File: src/rtl/lsu_mem_ctrl.sv
// Load/store initiator: maps core byte/half/word requests onto a byte-masked,
// word-organised synchronous-read memory, splitting word-crossing accesses in two.
module lsu_mem_ctrl #(
    parameter  int DEPTH = 2048,
    localparam int AW    = $clog2(DEPTH)
) (
    input  logic          i_clk,
    input  logic          i_rst_n,
    input  logic          i_req_valid,
    output logic          o_req_ready,
    input  logic          i_req_we,
    input  logic [1:0]    i_req_size,
    input  logic          i_req_unsigned,
    input  logic [31:0]   i_req_addr,
    input  logic [31:0]   i_req_wdata,
    output logic          o_rsp_valid,
    output logic [31:0]   o_rsp_rdata,
    output logic          o_rsp_err,
    output logic [AW-1:0] o_mem_addr,
    output logic [31:0]   o_mem_wdata,
    output logic [3:0]    o_mem_bmask,
    output logic          o_mem_wren,
    input  logic [31:0]   i_mem_rdata
);

    typedef enum logic [1:0] {IDLE, ACC1, ACC2, RESP} state_t;

    state_t      state;
    logic        we_q, uns_q, cross_q, err_q;
    logic [1:0]  size_q, off_q;
    logic [3:0]  hi_mask_q;
    logic [31:0] hi_wdata_q, lo_word;

    logic        accept;
    logic [1:0]  req_off;
    logic [2:0]  req_n;
    logic [3:0]  req_base;
    logic [7:0]  lane_mask;
    logic [63:0] lane_wdata;
    logic [32:0] req_last;
    logic        req_cross, req_err;
    logic [31:0] rd_word, rd_ext;

    assign o_req_ready = (state == IDLE);
    assign accept      = i_req_valid && o_req_ready;

    // Lane placement is done once over an 8-lane window: the low half feeds the
    // first word access, the high half is held for the second.
    // NOTE: every variable written here gets a value on every path, so no latch is inferred.
    always_comb begin
        req_off = i_req_addr[1:0];
        case (i_req_size)
            2'b00:   begin req_n = 3'd1; req_base = 4'b0001; end
            2'b01:   begin req_n = 3'd2; req_base = 4'b0011; end
            default: begin req_n = 3'd4; req_base = 4'b1111; end
        endcase
        lane_mask  = {4'd0, req_base} << req_off;
        lane_wdata = {32'd0, i_req_wdata} << {req_off, 3'b000};
        req_cross  = ({1'b0, req_n} + {2'b00, req_off}) > 4'd4;
        req_last   = {1'b0, i_req_addr} + {30'd0, req_n} - 33'd1;
        req_err    = (i_req_size == 2'b11) || (req_last >= 33'(DEPTH));
    end

    // NOTE: sequential state uses non-blocking assignments so every register samples pre-edge values.
    always_ff @(posedge i_clk or negedge i_rst_n) begin
        if (!i_rst_n) begin
            state       <= IDLE;
            we_q        <= 1'b0;
            uns_q       <= 1'b0;
            cross_q     <= 1'b0;
            err_q       <= 1'b0;
            size_q      <= 2'b00;
            off_q       <= 2'b00;
            hi_mask_q   <= 4'b0;
            hi_wdata_q  <= '0;
            lo_word     <= '0;
            o_mem_addr  <= '0;
            o_mem_wdata <= '0;
            o_mem_bmask <= 4'b0;
            o_mem_wren  <= 1'b0;
        end else begin
            case (state)
                IDLE: if (accept) begin
                    we_q       <= i_req_we;
                    uns_q      <= i_req_unsigned;
                    size_q     <= i_req_size;
                    off_q      <= req_off;
                    cross_q    <= req_cross;
                    err_q      <= req_err;
                    hi_mask_q  <= lane_mask[7:4];
                    hi_wdata_q <= lane_wdata[63:32];
                    if (req_err) begin
                        state <= RESP;
                    end else begin
                        state       <= ACC1;
                        o_mem_addr  <= {i_req_addr[AW-1:2], 2'b00};
                        o_mem_wren  <= i_req_we;
                        o_mem_bmask <= i_req_we ? lane_mask[3:0] : 4'b0;
                        o_mem_wdata <= i_req_we ? lane_wdata[31:0] : '0;
                    end
                end
                ACC1: begin
                    if (cross_q) begin
                        state       <= ACC2;
                        o_mem_addr  <= o_mem_addr + AW'(4);
                        o_mem_wren  <= we_q;
                        o_mem_bmask <= we_q ? hi_mask_q : 4'b0;
                        o_mem_wdata <= we_q ? hi_wdata_q : '0;
                    end else begin
                        state       <= RESP;
                        o_mem_addr  <= '0;
                        o_mem_wren  <= 1'b0;
                        o_mem_bmask <= 4'b0;
                        o_mem_wdata <= '0;
                    end
                end
                ACC2: begin
                    // Read data for the first word arrives during this cycle.
                    lo_word     <= i_mem_rdata;
                    state       <= RESP;
                    o_mem_addr  <= '0;
                    o_mem_wren  <= 1'b0;
                    o_mem_bmask <= 4'b0;
                    o_mem_wdata <= '0;
                end
                RESP: state <= IDLE;
            endcase
        end
    end

    always_comb begin
        rd_word = cross_q ? 32'({i_mem_rdata, lo_word} >> {off_q, 3'b000})
                          : i_mem_rdata >> {off_q, 3'b000};
        case (size_q)
            2'b00:   rd_ext = {{24{rd_word[7]  & ~uns_q}}, rd_word[7:0]};
            2'b01:   rd_ext = {{16{rd_word[15] & ~uns_q}}, rd_word[15:0]};
            default: rd_ext = rd_word;
        endcase
    end

    assign o_rsp_valid = (state == RESP);
    assign o_rsp_err   = o_rsp_valid && err_q;
    assign o_rsp_rdata = (o_rsp_valid && !we_q && !err_q) ? rd_ext : 32'd0;

endmodule

File: config.mk
export PLATFORM = sky130hd
export DESIGN_NAME = lsu_mem_ctrl
export DESIGN_NICKNAME = d
export VERILOG_FILES = /design/src/rtl/lsu_mem_ctrl.sv
export SDC_FILE = /design/constraint.sdc
export NUM_CORES = 1
export LEC_CHECK = 0
export ABC_CLOCK_PERIOD_IN_PS = 6400
export CORE_MARGIN = 2
export CORE_UTILIZATION = 45
export DETAILED_ROUTE_END_ITERATION = 7
export HOLD_SLACK_MARGIN = 0.02
export MAX_ROUTING_LAYER = met4
export PLACE_DENSITY = 0.71
export SETUP_SLACK_MARGIN = 0.2
export SLEW_MARGIN = 5
export SYNTH_ARGS = -nofsm -noshare
export SYNTH_HDL_FRONTEND = slang
export SYNTH_SLANG_ARGS = --single-unit
File: constraint.sdc
create_clock -name i_clk -period 6.4 [get_ports i_clk]
set_input_delay 1.6 -clock i_clk [delete_from_list [all_inputs] [get_ports i_clk]]
set_output_delay 1.6 -clock i_clk [all_outputs]
set_load 0.05 [all_outputs]
# ---- Yosys cells after proc, flatten, opt, wreduce, memory -nomap -nowiden
# Index checks and enable logic that the tools add are counted.
# W data, S select, Z words.
dict set report word_totals {
  register_bits 126
  in_bits 103
  out_inout_bits 83
  word_cells 77
}
dict set report classes {
  add_sub_neg 4
  n_lt_le_gt_ge 2
  n_eq_ne 8
  shift 4
  n_mux 29
  bitwise_logic 3
  reduce_logical 13
}
# cell n
set ops {}
lappend ops {{$mux W32} 7}
lappend ops {{$pmux W32 S3} 1}
lappend ops {{$pmux W32 S2} 1}
lappend ops {{$shl A32 B5 Y64} 1}
lappend ops {{$shr A64 B5 Y32} 1}
lappend ops {{$add A32 B3 Y33} 1}
lappend ops {{$ge A33 B12 Y1 const B} 1}
lappend ops {{$mux W11} 3}
lappend ops {{$pmux W11 S3} 1}
lappend ops {{$sub A33 B1 Y33 const B} 1}
lappend ops {{$shr A32 B5 Y32} 1}
lappend ops {{$mux W4} 5}
lappend ops {{$pmux W4 S3} 1}
lappend ops {{$add A11 B3 Y11 const B} 1}
lappend ops {{$pmux W2 S4} 1}
lappend ops {{$pmux W4 S2} 1}
lappend ops {{$shl A4 B2 Y8} 1}
lappend ops {{$eq A2 B1 Y1 const B} 3}
lappend ops {{$eq A2 B2 Y1 const B} 3}
lappend ops {{$logic_not A2 Y1} 3}
lappend ops {{$pmux W3 S2} 1}
lappend ops {{$add A3 B2 Y4} 1}
lappend ops {{$gt A4 B3 Y1 const B} 1}
lappend ops {{$logic_and A1 B1 Y1} 4}
lappend ops {{12 further kinds} 18}

# ---- Depth between registers and ports, before layout
# Gate-level depths: netlist (run 1).
dict set report depth {
  depth_word 9
  depth_mapped 20
  ltp_nobuf 17
}

# ---- Least setup slack after synthesis (run 1)
# OpenSTA, ideal clock, no wires.
dict set report synth_path {
  path_type {input to register}
  start {in i_req_addr[0]}
  end {reg o_mem_addr[9]}
  setup_time_ns 0.121
  arrival_time_ns 5.622
  required_ns 6.279
  setup_slack_ns 0.657
  path_stages 20
  path_buffers 4
  cell_sequence {clkbuf_1 > inv_1 > clkbuf_1 > ha_1 > inv_1 > ha_1 > inv_1 > fa_1 > nor2b_1 > o2111ai_1 > a31oi_1 > o21ai_0 > o311a_1 > a211oi_1 > nor4_1 > a41oi_1 > buf_2 > buf_6 > mux2i_1 > nand2_1}
}
dict set report synth_via {
  elab_chain_cells 6
}
# element line
set synth_lines {}
lappend synth_lines {{start, declared} 14} ;# input logic [31:0] i_req_addr,
lappend synth_lines {{$add A32 B3 Y33} 60} ;# req_last = {1'b0, i_req_addr} + {30'd0, req_n} - 33'd1;
lappend synth_lines {{$sub A33 B1 Y33} 60}
lappend synth_lines {{$ge A33 B12 Y1} 61} ;# req_err = (i_req_size == 2'b11) || (req_last >= 33'(DEPTH));
lappend synth_lines {{$logic_or A1 B1 Y1} 61}
lappend synth_lines {{$ne A2 B2 Y1 (no line)} n/a}
lappend synth_lines {{$reduce_and A3 Y1 (no line)} n/a}
lappend synth_lines {{end signal, assigned} 96} ;# o_mem_addr <= {i_req_addr[AW-1:2], 2'b00};
lappend synth_lines {{end signal, assigned} 105} ;# o_mem_addr <= o_mem_addr + AW'(4);
lappend synth_lines {{end, declared} 19} ;# output logic [AW-1:0] o_mem_addr,
# No other way between the ends.
# A chain may end at the register's enable or synchronous reset.

# ---- Worst setup path in the final report (run 1)
dict set report layout_path {
  start {in i_req_size[0]}
  end {reg o_mem_addr[8]}
}
dict set report layout_via {
  elab_chain_cells 8
  elab_cells_between_ends 10
  classes_between {add/sub (2); order compare (1); eq/ne (3); mux (1); reduce/logical (3)}
}
# element line
set layout_lines {}
lappend layout_lines {{start, declared} 12} ;# input logic [1:0] i_req_size,
lappend layout_lines {{$eq A2 B1 Y1 / $logic_not A2 Y1 (equally long branches)} 52} ;# case (i_req_size)
lappend layout_lines {{$pmux W3 S2} 52}
lappend layout_lines {{$add A32 B3 Y33} 60}
lappend layout_lines {{$sub A33 B1 Y33} 60}
lappend layout_lines {{$ge A33 B12 Y1} 61}
lappend layout_lines {{$logic_or A1 B1 Y1 (*)} 61}
lappend layout_lines {{$ne A2 B2 Y1 (no line) (*)} n/a}
lappend layout_lines {{$reduce_and A3 Y1 (no line) (*)} n/a}
# Mark *: on every way between the ends. The rest lies on a longest branch, timed or not.

==> results.toml, run 1 <==
[outcome]
status = "finished, final reports clean"

[worst_hold_path]
hp-class = "reg2reg"
worstHoldEndpoint = "hi_wdata_q[12]"
min_path_cells = 2
hold_start = "hi_wdata_q[12]"

[drt]
drtIter0Drc = 664
route.detailed.wl_per_inst_um = 18.0
drc = 0
drtPass1Iterations = 5
drt_wl_total_um = 28200
vias = 9119
vias_per_cell = 5.82
ant_nets = 0

[pwr]
ir_drop_v = 0.000266
p_per_area_nw_per_um2 = 407
p_leak_nw = 4.97

[grt]
grt_pass1_wl_um = 45300
grtUsageTotal = 0.263
globalRouteOverflowTotal = 0
first_global_vias = 8571
grt_max_degree = 86
grt_antenna_before_repair = 0

[timing]
slew_viol_final = 0
rsz0062_at_grt = "no"
worst_pin_slew_ps = 1210
skew_ps = 7.20
setup_viol_count_final = 0
layout_min_cycle_time_ps = 5910
hold_viol_final = 0
fin_tns_setup_ps = 0
setup_ws_ps = 486
max_freq_mhz = 169
post-route-period-util = 0.924
max_slew_margin = 0.192

[cells_and_area]
layout.nets = 1432
final_util = 0.584
drive_gt1_frac = 0.117
insertedDiodeCount = 0
syn2layout_area_growth_pct = 27.3

[clock_tree]
cts_tree = "yes"
cts_inserted_buffers = 17
cts_root_buffer = "clkbuf_16"
insertion_delay_ps = 420
cts_resized = 0
clock-sinks = 115
cts_setup_buffers = 0
cts_hold_buffers = 0
clkTransAtPathRegs_ps = 50
htreeDepth = 4
clockBufferDepth = 2

[die]
die_h_um = 148
fp.dieArea_um2 = 21800
ios = 186
start_util = 0.458
core_area_um2 = 20200
die_x_um = 148
rows = 52

[setup_path]
cpMaxStageDelayCell = "clkdlybuf4s50_1"
worstPathMaxFanout = 85
crit_arrival_ps = 6200
critPathMaxStageDelay_ps = 520
r2r_slack_ps = 3310
r2r_start = "state[0]"
path_class = "in2reg"
cp_top_family = "simple AND/OR/NAND/NOR gates"
r2r_cells = 9
start_kind = "input pin"
critPathCaptureType = "register"
crit_chain = "clkdlybuf4s50_1, or2_2, ha_1, inv_1, ha_1, inv_1, fa_1, nor2b_1, o2111ai_1, a31oi_1, buf_4, nor2_1, a2111o_1, or4_1, nor4_2, a41oi_4, buf_12, mux2i_1, o21ai_0"
critical_path_required_ps = 6680
critPathBufInv = 5
r2r_end = "o_mem_wdata[21]"

[placed_design]
dp_slack_ps = 171
dp_hpwl_um = 20900
gp_congestion = 0.964
io_buffer_count = 183

[synthesis]
ys.flop_type = "dfrtp_1"
ys_types = 70
yosysSeqAreaShare = 0.310
synth_top_cell_by_area = "dfrtp_1"
async_flop_share = 1.00
yosysWarningCount = 0
syn-instance-count = 1138
synthTopCellsByArea = "dfrtp_1 31%, mux2_2 6.6%, nand2_1 6.2%"
synth_edf_count = 0
syn_area_per_cell_um2 = 8.15
syn_area_um2 = 9270
ys_seq_elements = 115
synth_top_area_frac = 0.310

[run]
max_cap_viol_count = 0
-- worst register-to-register path: stages, from the launching register on --
cell and delay [ps]:
dfrtp_1 430, inv_1 90, ha_1 440, inv_1 290, nand2_1 120, nor2_1 910, a22oi_1 220, o21ai_0 240
a21oi_1 80, o21ai_0 210
-- cell usage in the layout (no fill, tap or decap), types with 4 or more instances in the layout --
master	netlist	layout
clkdlybuf4s50_1	0	166
nand2_1	152	152
dfrtp_1	115	114
a21oi_1	112	112
o21ai_0	111	111
nor2_1	89	89
inv_1	54	54
mux2_2	54	54
mux2i_1	53	53
ha_1	43	43
buf_4	5	37
nand3_1	34	34
a22oi_1	25	25
clkbuf_16	0	17
nor3_1	15	15
a211oi_1	13	13
nand4_1	13	13
a31oi_1	11	11
nor2b_1	10	10
a22o_1	10	10
and3_1	9	9
mux4_2	8	8
o2111ai_1	8	8
o22a_1	8	8
o22ai_1	7	7
o211ai_1	7	7
o21a_1	7	7
or2_2	6	6
a211o_1	6	6
and2_1	5	5
a21o_1	5	5
xor2_1	5	5
nor4_1	4	4
or4_1	4	4
clkinv_4	0	4
inv_6	0	4
-- metrics by stage --
step                      hold WS, ps  cell area [µm²]  power (W)  std cells
final                             476            11800    0.00480       1566
after global routing              502            11800    0.00512       1566
after CTS                         483            11800    0.00481       1566
after detailed placement          471            11200    0.00391       1535
after global placement            462            11200    0.00386       1535
after floorplan                   450             9280    0.00316       1139
-- flip-flops by register name (all words and copies together), names as in the netlist --
| signal | count |
|---|---|
| size_q | 2 |
| state | 2 |
| off_q | 2 |
| o_mem_bmask | 4 |
| lo_word | 32 |
| err_q | 1 |
| cross_q | 1 |
| we_q | 1 |
| o_mem_wdata | 32 |
| uns_q | 1 |
| hi_mask_q | 3 |
| o_mem_addr | 9 |
| hi_wdata_q | 24 |
| o_mem_wren | 1 |
-- synth_stat cells, drive strengths merged, types with 4 or more instances --
library cell,instances
buf,31
inv,54
o211ai,7
nor4,6
a21oi,114
o21a,7
a31oi,12
a21o,6
nand4,13
mux4,8
o22a,8
mux2,54
a211o,6
o22ai,7
and2,5
dfrtp,115
xor2,5
o2111ai,8
nand3,34
clkbuf,47
ha,43
a22o,10
nor2b,10
a22oi,25
a211oi,13
nor2,90
or4,4
mux2i,53
nor3,15
o21ai,111
or2,6
and3,9
nand2,152
-- kinds of logic (layout without fill, tap and decap cells) --
group | Yosys count | count (layout) | share of synthesized area
mux | 115 | 115 | 0.142
simple gates | 364 | 364 | 0.180
buf+inv | 133 | 290 | 0.0595
flops | 115 | 115 | 0.310
other cells | 1 | 2 | 0.000404
compound gates | 360 | 360 | 0.240
fa+ha+maj | 45 | 45 | 0.0623
xor+xnor | 5 | 5 | 0.00472
-- per-layer routing --
layer / GRT usage / part of all wire / up-vias
li1: - / - / 4429
met1: 0.342 / 0.44 / 4337
met2: 0.438 / 0.49 / 311
met3: 0.0318 / 0.050 / 42
met4: 0.0688 / 0.015 / 0
met5: - / 0 / -
-- where the power goes --
group | switching [W] | internal, W
clock | 0.000357 | 0.000535
combinational | 0.00155 | 0.00103
sequential | 0.000281 | 0.00105
-- worst max path at each step --
| stage | from | endpoint | slack (ps) | cells past startpoint |
|---|---|---|---|---|
| after CTS | i_req_size[0] | o_mem_addr[8] | 560 | 19 |
| after global placement | i_req_size[0] | o_mem_addr[8] | 320 | 19 |
| final | i_req_size[0] | o_mem_addr[8] | 490 | 19 |
| after detailed placement | i_req_size[0] | o_mem_addr[8] | 170 | 19 |
| after global routing | i_req_size[0] | o_mem_addr[8] | 240 | 18 |
| after floorplan | i_req_addr[0] | o_mem_addr[9] | 660 | 20 |
-- final cells by class --
| type | count | area (µm²) |
|---|---|---|
| clock buffers | 17 | 425 |
| clock inverters | 14 | 133 |
| multi-input cells | 891 | 5870 |
| flip-flops and latches | 115 | 2880 |
| well taps | 270 | 338 |
| fillers | 1854 | 8430 |
| repair buffers | 204 | 1960 |
| inverters | 55 | 206 |
Power figures use the tool's default switching activity.
==> run 2: changes to the inputs <==
==> constraint.sdc (replaced) <==
create_clock -name i_clk -period 6.4 [get_ports i_clk]
set_input_delay 1.6 -clock i_clk [delete_from_list [all_inputs] [get_ports i_clk]]
set_output_delay 1.6 -clock i_clk [all_outputs]
set_load 0.02 [all_outputs]
==> results.toml, run 2 (same netlist as run 1, synthesis figures left out) <==
[outcome]
status = "finished, final reports clean"

[clock_tree]
cts_setup_buffers = 0
cts_hold_buffers = 0
htreeDepth = 4
cts_root_buffer = "clkbuf_16"
clkTransAtPathRegs_ps = 60
clockBufferDepth = 2
cts_resized = 0
cts_tree = "yes"
cts_inserted_buffers = 17
insertion_delay_ps = 430
clock-sinks = 115

[pwr]
ir_drop_v = 0.000213
p_leak_nw = 4.96
p_per_area_nw_per_um2 = 386

[drt]
route.detailed.wl_per_inst_um = 17.9
drtPass1Iterations = 5
drc = 0
vias = 9177
drt_wl_total_um = 28100
drtIter0Drc = 588
ant_nets = 0
vias_per_cell = 5.85

[cells_and_area]
syn2layout_area_growth_pct = 28.2
final_util = 0.588
drive_gt1_frac = 0.106
insertedDiodeCount = 0
layout_common_cells = "182 x clkdlybuf4s50_1, 152 x nand2_1, 114 x dfrtp_1"
layout_commonest_cell = "clkdlybuf4s50_1"
nFillCells = 1804
design_area_um2 = 11900
reg_top3 = "lo_word (32), o_mem_wdata (32), hi_wdata_q (24)"
layout.nets = 1433

[timing]
max_freq_mhz = 173
worst_pin_slew_ps = 1200
slew_viol_final = 0
post-route-period-util = 0.905
fin_tns_setup_ps = 0
rsz0062_at_grt = "no"
setup_viol_count_final = 0
max_slew_margin = 0.200
layout_min_cycle_time_ps = 5800
hold_viol_final = 0
skew_ps = 5.62

[placed_design]
place_area_um2 = 11300
gp_congestion = 0.935
dp_hpwl_um = 20800
io_buffer_count = 183

[grt]
first_global_vias = 8803
grt_pass1_wl_um = 45600
globalRouteOverflowTotal = 0
grt_antenna_before_repair = 0
grt_max_degree = 86
grtUsageTotal = 0.265

[setup_path]
critPathCaptureType = "register"
crit_arrival_ps = 6100
path_class = "in2reg"
critical_path_required_ps = 6700
worstPathMaxFanout = 85
start_kind = "input pin"

[die]
die_h_um = 148
ios = 186
rows = 52
start_util = 0.458
core_area_um2 = 20200
fp.dieArea_um2 = 21800
die_x_um = 148

[run]
max_cap_viol_count = 0

[worst_hold_path]
hp-class = "reg2reg"
[run 2: cell count changes in the layout (fill, tap and decap cells not counted)]
cell and delta:
clkdlybuf4s50_1 +16, clkbuf_8 +1, buf_4 -15, bufinv_16 +1
clkbuf_1 +1, clkinv_2 -1, clkinvlp_4 -1
[run 2: critical path, stage by stage]
cell             delay (ps)
clkdlybuf4s50_1         520
or2_2                   370
ha_1                    190
inv_1                    70
ha_1                    190
inv_1                    60
fa_1                    350
nor2b_1                 130
o2111ai_1               170
a31oi_1                 300
o21ai_0                 270
o311a_1                 410
a211oi_1                350
nor4_1                  180
a41oi_4                 260
buf_12                  310
nor2_1                   90
a211o_1                 280
[run 2: worst paths after layout]
path	slack (ps)	from	depth (start not counted)	to
worst max-delay path	600	i_req_size[0]	18	o_mem_addr[6]
worst min-delay path	470	o_mem_wdata[11]	2	o_mem_wdata[11]
worst max register to register	3420	state[0]	6	o_mem_wdata[1]
worst min register to register	470	o_mem_wdata[11]	2	o_mem_wdata[11]
max in group asynchronous	3900	i_rst_n	2	lo_word[25]
min in group asynchronous	1240	i_rst_n	1	lo_word[24]
[run 2: layout make-up]
type / instances / area, µm² / share of cell area
flip-flops and latches: 115 / 2880 / 0.242
clock inverters: 13 / 150 / 0.0126
repair buffers: 205 / 2010 / 0.169
multi-input cells: 891 / 5870 / 0.493
well taps: 270 / 338 / 0.0284
inverters: 55 / 206 / 0.0174
clock buffers: 19 / 443 / 0.0373
[run 2: through the flow]
stage	hold WS (ps)	total power, W	instances	setup slack (ps)
final	474	0.00459	1568	605
after CTS	483	0.00460	1568	598
after global routing	514	0.00492	1568	259
after floorplan	450	0.00289	1139	661
after detailed placement	470	0.00364	1536	175
after global placement	462	0.00359	1536	291
[run 2: metal layers]
layer | GRT usage | up-vias | share of wire
li1 | - | 4425 | -
met4 | 0.0938 | 0 | 0.025
met5 | - | - | 0
met2 | 0.438 | 326 | 0.49
met3 | 0.0281 | 59 | 0.056
met1 | 0.339 | 4367 | 0.43
[run 2: power breakdown]
| group | switching (W) | internal [W] |
|---|---|---|
| combinational | 0.00129 | 0.00103 |
| clock | 0.000362 | 0.000588 |
| sequential | 0.000264 | 0.00105 |
==> RTL change 1: new RTL, settings of run 2 <==
`DEPTH`: 2048 -> 1024.
--- a/src/rtl/lsu_mem_ctrl.sv
+++ b/src/rtl/lsu_mem_ctrl.sv
@@ -2,5 +2,5 @@
 // word-organised synchronous-read memory, splitting word-crossing accesses in two.
 module lsu_mem_ctrl #(
-    parameter  int DEPTH = 2048,
+    parameter  int DEPTH = 1024,
     localparam int AW    = $clog2(DEPTH)
 ) (
Ports: changed (resized o_mem_addr); port bits go from 186 to 185. The function was not compared with the original's and may differ.
==> RTL change 1 against run 2 <==
  * Maximum frequency fell by 4.2%
  * Worst hold slack improved by 0.011 ns
  * Sequential cell count down 1
  * Sequential share of layout area shrank 0.27 points
  * Routed wire length shrank 5.0%
  * Worst setup slack got worse by 0.25 ns
  * Power rose by 16%
  * Synthesized area is 1.7% lower
  * Count of clock-buffer cells in the layout decreased by 1
  * Design area rose by 0.25%
  * Highest routed layer unchanged
==> RTL change 1: results (changes against run 2) <==
placed_design:
  pre_cts_slack_ns: -0.1117  # -0.2868 ns
  hpwl_um: 19090  # -8.1%
  numPortBuffers: 182  # -0.55%
  dpl.cell_count: 1422  # -7.4%
  gp_congestion: 0.9165  # -2.0%
global_routing:
  grt_max_degree: 70  # -19%
  grt_pass1_wl_um: 43240  # -5.1%
  met2_usage_pct: 40.24  # -3.6 points
  met1_usage_pct: 34.00  # +0.076 points
  grt_pass1_vias: 8247  # -6.3%
  grt_usage_pct: 25.40  # -1.1 points
  grt_use_met3_pct: 4.031  # +1.2 points
yosys:
  synth_cell_types: 76  # +8.6%
  yosysSeqAreaShare_pct: 31.29  # +0.26 points
  synthCells: 1014  # -11%
  synthTopCellsByCount: "dfrtp_1, nand2_1, a21oi_1, o21ai_0, nor2_1"
  yosys_warnings: 0  # unchanged
finish:
  nFillCells: 1780  # -1.3%
  nNetsFinal: 1332  # -7.0%
  final_cells: 1467  # -6.4%
  insertedDiodeCount: 0  # unchanged
  drive_gt1_share_pct: 16.96  # +6.4 points
clock_tree:
  clockBufferDepth: 2  # unchanged
  insertion_delay_ns: 0.41  # -0.02 ns
timing:
  maxSlewHeadroom_pct: 14.58  # -5.4 points
  fin_skew_ns: 0.007609  # +0.001986 ns
routing:
  wl_um: 26680  # -5.0%
  route.vias.total: 8465  # -7.8%
  met1_length_um: 11730  # -2.4%
  drt-initial-drc-count: 571  # -2.9%
  wl_met3_um: 1643  # +5.0%
  wl_met2_um: 12720  # -7.7%
  drt_pass1_iterations: 7  # +2
status:
  status: "finished, final reports clean"
hold_path:
  hold_path.class: "reg2reg"
worst_setup_path:
  cp_max_fo: 6  # -93%
  crit_arrival_ns: 6.35  # +0.25 ns
power:
  p_leak_nw: 5.088  # +2.6%
  ir_worst_vdd_mv: 0.3008  # +41%
RTL change 1: changes by cell type in the layout (fill, tap and decap cells not counted), sizes merged, moves of 7 or more:
cell,delta
o22a,-8
buf,+18
a21oi,-13
o22ai,+9
nor2,-34
nand2,-41
xnor2,+8
mux2,+26
o2111ai,-7
a32oi,+7
nand3,-18
o21ai,-19
RTL change 1: cells by family after synthesis:
| family | count (synthesis) | share of synthesized area [%] |
|---|---|---|
| AOI/OAI and AO/OA | 329 | 23.41 |
| xor gates and xnor gates | 14 | 1.345 |
| adders and majority gates | 45 | 6.341 |
| buffers and inverters | 132 | 6.849 |
| DFF | 114 | 31.29 |
| muxes | 140 | 18.72 |
| other | 1 | 0.04114 |
| and+or+nand+nor | 239 | 12.00 |
RTL change 1: final cells by class:
type                       count  area [µm²]  area share, %
clock buffer                  18       439.2          3.684
clock inverter                14       176.4          1.480
inverter                      56       210.2          1.763
multi-input combinational    769        5657          47.45
sequential                   114        2854          23.94
tap                          270       337.8          2.834
timing repair buffer         226        2246          18.84
RTL change 1: what timing repair did:
| item | 4_1_cts | 5_1_grt |
|---|---|---|
| resized for setup | 0 | 5 |
| buffers inserted | 0 | 9 |
| setup endpoints to repair | 0 | 31 |
| hold endpoints to repair | 0 | 0 |
RTL change 1: critical path: stages:
cell	delay, ns
clkdlybuf4s50_1	0.45
or2_2	0.33
ha_1	0.18
inv_1	0.05
ha_1	0.16
inv_1	0.06
fa_1	0.35
nand2b_1	0.16
a21oi_2	0.16
o21ai_0	0.16
a211oi_2	0.25
nor2_1	0.10
xnor2_1	0.13
a2111o_1	0.39
or4_4	0.56
o41a_4	0.48
nor2_8	0.13
buf_12	0.15
clkbuf_16	0.16
mux2_4	0.30
RTL change 1: path summary, 6_finish.rpt:
check | start | to | slack (ns) | cells after the start
worst max-delay path | i_req_size[0] | o_mem_wdata[28]$_DFFE_PN0P_ | 0.35 | 20
worst min-delay path | hi_wdata_q[9]$_DFFE_PN0P_ | hi_wdata_q[9]$_DFFE_PN0P_ | 0.49 | 2
worst max register to register | state[0]$_DFFE_PN0N_ | o_mem_wdata[13]$_DFFE_PN0P_ | 3.34 | 7
worst min register to register | hi_wdata_q[9]$_DFFE_PN0P_ | hi_wdata_q[9]$_DFFE_PN0P_ | 0.49 | 2
max in group asynchronous | i_rst_n | o_mem_wdata[22]$_DFFE_PN0P_ | 3.94 | 2
min in group asynchronous | i_rst_n | lo_word[24]$_DFFE_PN0N_ | 1.29 | 1
RTL change 1: report_power, final:
group          internal, mW  switching (mW)  total, mW  leakage [nW]
Combinational          1.46            1.50       2.96          3.37
Clock                 0.627           0.359      0.986         0.286
Sequential             1.07           0.307       1.38          1.43
==> RTL change 2: new RTL, flow settings as in run 2 <==
Without the edit above. Reset style: synchronous (`i_rst_n`), changed in one clocked block.
--- a/src/rtl/lsu_mem_ctrl.sv
+++ b/src/rtl/lsu_mem_ctrl.sv
@@ -63,5 +63,5 @@
 
     // NOTE: sequential state uses non-blocking assignments so every register samples pre-edge values.
-    always_ff @(posedge i_clk or negedge i_rst_n) begin
+    always_ff @(posedge i_clk) begin
         if (!i_rst_n) begin
             state       <= IDLE;
Behaviour: differs if i_rst_n is asserted again (counterexample within 4 cycles, from zero or initial values and one cycle with i_rst_n low); with i_rst_n held inactive, the same outputs for 4 cycles.
==> RTL change 2 against run 2 <==
  * Synthesized area up 1.8%
  * Combinational power down 25%
  * Clock skew up 0.0058 ns
  * Design area up 1.5%
  * Worst setup slack worse by 0.099 ns
  * Sequential cell count unchanged
  * Sequential share of layout area down 5.1 points
  * Highest routed layer unchanged
  * Sequential power down 24%
  * Power down 17%
  * Critical endpoint is now o_rsp_rdata[22]
  * Routed wire length up 9.4%
  * Maximum frequency down 1.7%
  * Largest power group unchanged
  * Die area up 1.7%
  * Cell count up 6.8%
==> RTL change 2: results (changes against run 2) <==
global_routing:
  grt_use_met3_pct: 4.526  # +1.7 points
  grt_pass1_vias: 9443  # +7.3%
  met1_usage_pct: 36.13  # +2.2 points
  grt_pass1_wl_um: 48880  # +7.3%
  antenna_found_initial: 1  # +1
  grt_usage_pct: 28.01  # +1.5 points
  grt_max_degree: 69  # -20%
  met2_usage_pct: 46.20  # +2.4 points
hold_path:
  worstHoldStart: "hi_wdata_q[8]$_SDFFE_PN0P_"
  hold_path_depth: 2  # unchanged
  whs_endpoint: "hi_wdata_q[8]$_SDFFE_PN0P_"
worst_setup_path:
  cp_max_fo: 3  # -96%
  reg2reg_slack_ns: 2.95  # -0.47 ns
  crit_arrival_ns: 4.29  # -1.81 ns
  critPathMaxStageDelay_ns: 0.65  # +0.13 ns
  r2r-start: "state[0]$_SDFFE_PN0N_"
  cpLargestDelayFamily: "buffers and inverters"
  r2r_cells: 8  # +2
  r2r_end: "o_mem_wdata[1]$_SDFFE_PN0P_"
clock_tree:
  cts_buffers: 17  # unchanged
  cts_resized: 0  # unchanged
yosys:
  yosysSeqAreaShare_pct: 24.40  # -6.6 points
  ys.flop_type: "dfxtp_1"
  async_reset_ff_share_pct: 0  # -100 points
  synthTopCellsByCount: "nand2_1, nor2_1, dfxtp_1"
  synth_area_leaders: "dfxtp_1, mux2i_1, nand2_1, ha_1, a21oi_1"
  synth_cell_types: 76  # +8.6%
finish:
  nNetsFinal: 1539  # +7.4%
  drive_gt1_share_pct: 8.405  # -2.2 points
  nFillCells: 1959  # +8.6%
routing:
  wl_per_cell_um: 18.34  # +2.4%
  drt_pass1_iterations: 5  # unchanged
  drt-initial-drc-count: 770  # +31%
  viasPerCell: 5.907  # +0.94%
placed_design:
  pre_cts_slack_ns: 0.2824  # +0.1074 ns
  gp_congestion: 0.9251  # -1.1%
  hpwl_um: 22760  # +9.6%
power:
  ir_worst_vdd_mv: 0.2407  # +13%
  p_leak_nw: 5.006  # +0.90%
timing:
  tightest_slew_ns: 1.147  # -0.04802 ns
  hold-worst-slack_ns: 0.4559  # -0.01854 ns
  finalCriticalPeriod_ns: 5.894  # +0.09937 ns
  fin_skew_ns: 0.01143  # +0.005809 ns
floorplan:
  die_w_um: 148.8  # +0.85%
status:
  status: "finished, final reports clean"
-- RTL change 2: cell types whose count changed in the layout (fill, tap and decap cells not counted), moves of 23 or more --
cell,delta
nor2_1,+28
nand2_1,+57
mux2_2,-23
dfxtp_1,+114
o21ai_0,-44
dfrtp_1,-114
mux2i_1,+57
-- RTL change 2: worst max-delay path by stage --
stage,startpoint,to,depth (start not counted)
3_3_place_gp,i_mem_rdata[7],o_rsp_rdata[28],12
3_5_place_dp,i_req_size[1],o_mem_wdata[1]$_SDFFE_PN0P_,19
5_1_grt,i_mem_rdata[7],o_rsp_rdata[22],11
2_1_floorplan,i_req_size[1],o_mem_bmask[3]$_SDFFE_PN0P_,20
6_report,i_mem_rdata[15],o_rsp_rdata[22],11
4_1_cts,i_mem_rdata[15],o_rsp_rdata[28],12
-- RTL change 2: cell families (layout without fill, tap and decap cells) --
| family | Yosys count | after routing | share of synthesized area [%] |
|---|---|---|---|
| and+or+nand+nor | 450 | 450 | 20.98 |
| AOI/OAI and AO/OA | 337 | 337 | 23.64 |
| buffers and inverters | 152 | 296 | 6.616 |
| muxes | 149 | 149 | 17.28 |
| DFF | 115 | 115 | 24.40 |
| adders and majority gates | 45 | 45 | 6.126 |
| xor gates and xnor gates | 10 | 10 | 0.9281 |
| other | 1 | 3 | 0.03974 |
-- RTL change 2: routing by layer --
metal | vias to the layer above | share of wire (%) | wire length, µm
met5 | - | 0 | 0
met4 | 0 | 2.0 | 607
met3 | 49 | 6.5 | 2002
met2 | 380 | 48 | 14770
met1 | 4672 | 43 | 13340
li1 | 4794 | - | -
-- RTL change 2: where the power goes --
part / internal [mW] / switching, mW / leakage (nW)
logic: 0.759 / 0.988 / 3.75
registers: 0.859 / 0.144 / 0.937
clock network: 0.666 / 0.386 / 0.319
-- RTL change 2: final cells by class --
class                      count  area share [%]
antenna                        1         0.02074
clock buffer                  17           3.525
clock inverter                15           1.825
inverter                      60           1.866
multi-input combinational    993           54.02
sequential                   115           19.09
tap                          270           2.799
timing repair buffer         204           16.86
-- RTL change 2: through the flow --
stage	instances	total power, mW	cell area (µm²)
floorplan	1260	2.219	9440
global placement	1642	2.721	11380
detailed placement	1642	2.740	11380
CTS	1674	3.801	12030
global route	1675	4.014	12070
finish	1675	3.802	12070
-- RTL change 2: tightest hold or removal path, cell delays in order, from the launching register on --
cell	delay (ns)
dfxtp_1	0.31
nand2_1	0.05
a21oi_1	0.05
